<file path="config.mk">
export PLATFORM = sky130hd
export DESIGN_NAME = sram_controller
export DESIGN_NICKNAME = d
export VERILOG_FILES = /design/src/rtl/arm_pkg.sv /design/src/rtl/sram_controller.sv
export SDC_FILE = /design/constraint.sdc
export NUM_CORES = 1
export LEC_CHECK = 0
export CAP_MARGIN = 20
export CORE_MARGIN = 2
export CORE_UTILIZATION = 25
export CTS_BUF_LIST = sky130_fd_sc_hd__clkbuf_4
export CTS_CLUSTER_DIAMETER = 120
export CTS_CLUSTER_SIZE = 20
export DETAILED_ROUTE_END_ITERATION = 10
export DONT_BUFFER_PORTS = 1
export PLACE_DENSITY = 0.47
export SLEW_MARGIN = 20
export SYNTH_ARGS = -nofsm -noshare
export SYNTH_HDL_FRONTEND = slang
export SYNTH_SLANG_ARGS = --single-unit
</file>
<file path="constraint.sdc">
create_clock -name clk -period 4.1 [get_ports clk]
set_input_delay 0.82 -clock clk [delete_from_list [all_inputs] [get_ports clk]]
set_output_delay 0.82 -clock clk [all_outputs]
set_load 0.005 [all_outputs]
</file>
<file path="src/rtl/arm_pkg.sv">
// ---------------------------------------------------------------------------
// arm_pkg
// Shared definitions for the ARM pipeline memory path.
//   BASE_ADDR_DEFAULT : byte address of data-memory word 0 (shared with the
//                       single-cycle data memory so both keep one address map)
//   sram_state_e      : sequencing states of the SRAM controller
// ---------------------------------------------------------------------------
package arm_pkg;

  localparam logic [31:0] BASE_ADDR_DEFAULT = 32'd1024;

  typedef enum logic [1:0] {
    ST_IDLE = 2'd0,
    ST_LO   = 2'd1,
    ST_HI   = 2'd2,
    ST_DONE = 2'd3
  } sram_state_e;

endpackage

</file>
<file path="src/rtl/sram_controller.sv">
// ---------------------------------------------------------------------------
// sram_controller
// Turns one 32-bit MEM-stage load/store into two 16-bit accesses on an
// external asynchronous SRAM, each held for WAIT_CYCLES cycles (>= 2).
// While an access runs, ready is low and the pipeline is frozen.
//
// Ports:
//   clk, rst             clock, asynchronous active-high reset
//   wr_en, rd_en         store / load request (held stable while frozen)
//   address              byte address from the ALU
//   write_data           store value
//   read_data            registered load result
//   ready                high: MEM stage may advance; low: freeze
//   sram_addr            halfword address to the SRAM
//   sram_dq_out/_in/_oe  SRAM data pad: out value, in value, output enable
//   sram_we_n, sram_oe_n SRAM write strobe / output enable, active low
// ---------------------------------------------------------------------------
module sram_controller
  import arm_pkg::*;
#(
  parameter int unsigned WAIT_CYCLES = 4,
  parameter logic [31:0] BASE_ADDR   = BASE_ADDR_DEFAULT,
  parameter int unsigned SRAM_AW     = 18
) (
  input  logic               clk,
  input  logic               rst,
  input  logic               wr_en,
  input  logic               rd_en,
  input  logic [31:0]        address,
  input  logic [31:0]        write_data,
  output logic [31:0]        read_data,
  output logic               ready,
  output logic [SRAM_AW-1:0] sram_addr,
  output logic [15:0]        sram_dq_out,
  input  logic [15:0]        sram_dq_in,
  output logic               sram_dq_oe,
  output logic               sram_we_n,
  output logic               sram_oe_n
);

  localparam int unsigned      CNT_W    = $clog2(WAIT_CYCLES + 1);
  localparam int unsigned      IDX_W    = SRAM_AW - 1;
  localparam logic [CNT_W-1:0] CNT_LAST = CNT_W'(WAIT_CYCLES - 1);

  sram_state_e      state_r;
  sram_state_e      state_s;
  logic [CNT_W-1:0] cnt_r;
  logic [CNT_W-1:0] cnt_s;

  logic             req_s;
  logic             last_s;
  logic             active_s;
  logic             capture_s;
  logic [IDX_W-1:0] word_idx_s;

  assign req_s    = rd_en | wr_en;
  assign last_s   = (cnt_r == CNT_LAST);
  assign active_s = (state_r == ST_LO) || (state_r == ST_HI);

  // Word index from the live address; out-of-range addresses wrap by truncation.
  assign word_idx_s = IDX_W'((address - BASE_ADDR) >> 2);

  // A pure read captures the pad on the final (hold) cycle of each phase.
  assign capture_s = active_s && last_s && rd_en && !wr_en;

  // Freeze unless the access just finished or nothing is requested.
  assign ready = (state_r == ST_DONE) || ((state_r == ST_IDLE) && !req_s);

  // State and wait-counter registers.
  always_ff @(posedge clk or posedge rst) begin
    if (rst) begin
      state_r <= ST_IDLE;
      cnt_r   <= {CNT_W{1'b0}};
    end else begin
      state_r <= state_s;
      cnt_r   <= cnt_s;
    end
  end

  // Next-state and wait-counter logic.
  always_comb begin
    state_s = state_r;
    cnt_s   = cnt_r;
    case (state_r)
      ST_IDLE: begin
        if (req_s) begin
          state_s = ST_LO;
          cnt_s   = {CNT_W{1'b0}};
        end else begin
          state_s = ST_IDLE;
        end
      end
      ST_LO: begin
        if (last_s) begin
          state_s = ST_HI;
          cnt_s   = {CNT_W{1'b0}};
        end else begin
          cnt_s = cnt_r + CNT_W'(1);
        end
      end
      ST_HI: begin
        if (last_s) begin
          state_s = ST_DONE;
          cnt_s   = {CNT_W{1'b0}};
        end else begin
          cnt_s = cnt_r + CNT_W'(1);
        end
      end
      ST_DONE: begin
        // The request still visible here is the one just served.
        state_s = ST_IDLE;
        cnt_s   = {CNT_W{1'b0}};
      end
      default: begin
        state_s = ST_IDLE;
        cnt_s   = {CNT_W{1'b0}};
      end
    endcase
  end

  // SRAM pin decode from the current phase; idle pins sit at their safe values.
  always_comb begin
    sram_addr   = {SRAM_AW{1'b0}};
    sram_dq_out = 16'h0000;
    sram_dq_oe  = 1'b0;
    sram_we_n   = 1'b1;
    sram_oe_n   = 1'b1;
    if (active_s) begin
      if (state_r == ST_HI) begin
        sram_addr = {word_idx_s, 1'b1};
      end else begin
        sram_addr = {word_idx_s, 1'b0};
      end
      if (wr_en) begin
        // Write wins when both requests are set.
        sram_dq_oe = 1'b1;
        sram_oe_n  = 1'b1;
        // Strobe released on the last cycle so address/data are held past WE rise.
        sram_we_n  = last_s;
        if (state_r == ST_HI) begin
          sram_dq_out = write_data[31:16];
        end else begin
          sram_dq_out = write_data[15:0];
        end
      end else begin
        sram_dq_oe  = 1'b0;
        sram_dq_out = 16'h0000;
        sram_we_n   = 1'b1;
        sram_oe_n   = 1'b0;
      end
    end else begin
      sram_addr   = {SRAM_AW{1'b0}};
      sram_dq_out = 16'h0000;
      sram_dq_oe  = 1'b0;
      sram_we_n   = 1'b1;
      sram_oe_n   = 1'b1;
    end
  end

  // Load result register; each half is written once per read access.
  always_ff @(posedge clk or posedge rst) begin
    if (rst) begin
      read_data <= 32'h0000_0000;
    end else if (capture_s) begin
      if (state_r == ST_HI) begin
        read_data[31:16] <= sram_dq_in;
      end else begin
        read_data[15:0] <= sram_dq_in;
      end
    end else begin
      read_data <= read_data;
    end
  end

endmodule

</file>
==> flow_summary.toml <==
[run_status]
status = "completed"

[critical_path]
rr_worst_depth = 5
cp_max_fo = 26
critPathMaxStageDelay_ns = 0.73
crit_required_ns = 3.28
crit_family = "adder cells"
path_depth = 5
critical_path_arrival_ns = 2.39
cp_slowest_cell = "ha_1"
path_class = "flip-flop to output pin"
crit_chain = "inv_1 > ha_1 > nand2_1 > inv_1 > nand2_1"
crit_buf_inv = 2
cp-start-kind = "flip-flop"
rrSetupSlack_ns = 1.50
end_kind = "output pin"

[drt]
drt_first_pass_iters = 5
drt_iter0_drc = 39
vias = 1322
ant_nets = 0
via_per_inst = 4.590
drt-total-wl_um = 4397
drc = 0
wl_per_cell_um = 15.27

[synth]
synth_seq_cells = 37
synth_top_area_share_pct = 44.18
ys_warn_count = 0
postSynthAreaPerCell_um2 = 11.45
synth.yosys.seq_area_share_pct = 44.18
synth_fa_ha_area_share_pct = 4.179
async_flop_share_pct = 100.0
syn-num-nets = 274
synth_top_area_cell = "dfrtp_1"
synth_edf_count = 0
synthTopCellsByArea = "dfrtp_1, mux2_2, mux2i_1, mux2_4, ha_1"
synthCells = 183
synth_area_um2 = 2096
synth-compound-area-share_pct = 2.627
synth_top_family_by_area = "multiplexers"
synth_mux_area_share_pct = 28.54
synthSimpleGateAreaFrac_pct = 14.99
ys.flop_type = "dfrtp_1"
synthDistinctLibCells = 31
synth-xor-area-share_pct = 1.254

[timing]
fin_crit_ns = 3.212
setup_viol = 0
timing.hold.ws_ns = 0.4318
skew_ns = 0.001644
hold_violations = 0
tns_ns = 0
rsz0062_at_grt = "false"
slew_viol_final = 0
worstMarginPinSlew_ns = 1.018
fmax_ghz = 0.3113
slew_headroom_pct = 32.15
post-route-period-util_pct = 78.35

[clock_network]
clk_latency_ns = 0.32
clock_sinks = 37
cts_setup_buffers = 0
cts_inserted_buffers = 5
cts_resized = 0
cts-root-buf = "clkbuf_4"
holdBufCountCts = 0
cts_htree_levels = 2
tritoncts = "built"
path_clk_slew_ns = 0.10
cts_buffer_depth = 2

[power_and_ir_drop]
seqPwrFrac_pct = 43.6
ir_drop_mv = 0.1956
power.leakage_nw = 1.047
powerDensity_nw_per_um2 = 620.9
internal-power_mw = 0.8596
clockPowerShare_pct = 12.9
switching_share_pct = 38.08
power_frac_comb_pct = 43.5
p_switching_mw = 0.5286

[floorplanning]
start_util_pct = 25.64
dieArea_um2 = 9132
pin_count = 154
fp.dieW_um = 95.56
fp.dieH_um = 95.56
row_count = 33
core_area_um2 = 8175

[grt]
grt_pass1_wl_um = 6444
grt_max_degree = 27
grt_pass1_vias = 1308
overflow = 0
track_usage_pct = 9.241
antenna_found_initial = 0

[final_layout]
area_delta_synth_final_pct = 6.686
regArea_um2 = 925.9
drive_gt1_share_pct = 24.04
n_fill_cell = 879
antenna_cells = 0
final_cell_count_no_fill = 288
fin_area_um2 = 2236
nets = 274
multi_input_area_um2 = 1081

[place]
placed_cell_area_um2 = 2187
hpwl_um = 3417
dp_cells = 281
port_buffers = 0
gp_congestion = 0.6868

[job]
maxCapViolations = 0

[min_path]
hold_class = "input port to asynchronous set/reset pin"
==> metrics by stage <==
stage	utilization [%]	worst slack (ns)	power, mW
final	27.35	0.8878	1.388
after global routing	27.35	0.6309	1.510
after CTS	27.35	0.8183	1.418
after detailed placement	26.75	1.196	1.234
after global placement	26.75	1.255	1.221
after floorplan	-	1.387	1.114
==> cell families after synthesis <==
logic type,count (synthesis)
buf+inv,18
compound gates,9
xor+xnor,3
mux,52
simple gates,57
fa+ha+maj,7
flops,37
==> per-layer routing <==
| metal | up-vias | track usage, % | wire length [µm] |
|---|---|---|---|
| li1 | 615 | - | - |
| met2 | 93 | 16.61 | 2065 |
| met3 | 6 | 3.557 | 551 |
| met4 | 0 | 3.214 | 57 |
| met5 | - | 0 | 0 |
| met1 | 608 | 9.806 | 1722 |
==> path summary, 6_finish.rpt <==
check,from,end
max,state_r[0],sram_we_n
min,rst,read_data[31]
max reg2reg,state_r[0],read_data[2]
min reg2reg,cnt_r[0],cnt_r[0]
max in group asynchronous,rst,read_data[26]
min in group clk,cnt_r[0],cnt_r[0]
==> cell usage in the layout (no fill, tap or decap) <==
master	netlist	layout
a21boi_0	2	2
and2_1	11	11
buf_4	0	2
clkbuf_4	0	6
clkinv_1	0	1
dfrtp_1	37	37
ha_1	7	7
inv_1	9	9
mux2_2	22	22
mux2_4	10	10
mux2i_1	20	20
nand2_1	6	6
nand2b_1	4	4
nand2b_2	1	1
nand3_1	3	3
nor2_1	17	17
nor2b_1	3	3
nor3_1	1	1
nor3_2	1	1
nor3b_1	2	2
nor4_1	2	2
o211ai_1	2	2
o21ai_0	5	5
or2b_1	2	2
or3_1	1	1
or3b_2	1	1
or4_1	1	1
or4_4	1	1
xor2_1	3	3
==> cells in the mapped netlist (2+ instances only) <==
cell / n
nor4_1: 2
clkbuf_1: 4
xor2_1: 3
mux2_4: 10
nand3_1: 3
buf_2: 2
nand2b_1: 4
nor2b_1: 3
o21ai_0: 5
dfrtp_1: 37
mux2i_1: 20
and2_1: 11
nor3b_1: 2
or2b_1: 2
nand2_1: 6
inv_1: 9
ha_1: 7
a21boi_0: 2
nor2_1: 17
mux2_2: 22
o211ai_1: 2
==> registers in the layout (all words and copies together), names as in the netlist <==
name and cells:
cnt_r 3, read_data 32, state_r 2
==> power by group through the flow <==
stage	combinational [mW]	sequential [mW]	clock [mW]
after floorplan	0.531	0.583	0
after global placement	0.606	0.615	0
after detailed placement	0.616	0.618	0
after CTS	0.619	0.608	0.191
after global routing	0.676	0.627	0.207
final	0.604	0.605	0.179
==> worst reg2reg max path: stages (launching register included) <==
cell and delay, ns:
dfrtp_1 0.40, inv_1 0.10, ha_1 0.73, nand2b_2 0.20, or4_4 0.69, mux2_4 0.37
==> final cells by class <==
cell class,count,share of cell area (%)
timing repair buffer,2,0.6715
clock buffer,6,2.015
clock inverter,1,0.1679
tap,105,5.876
multi-input combinational,128,48.35
inverter,9,1.511
sequential,37,41.41
No activity file was read; power rests on OpenSTA's default activity.
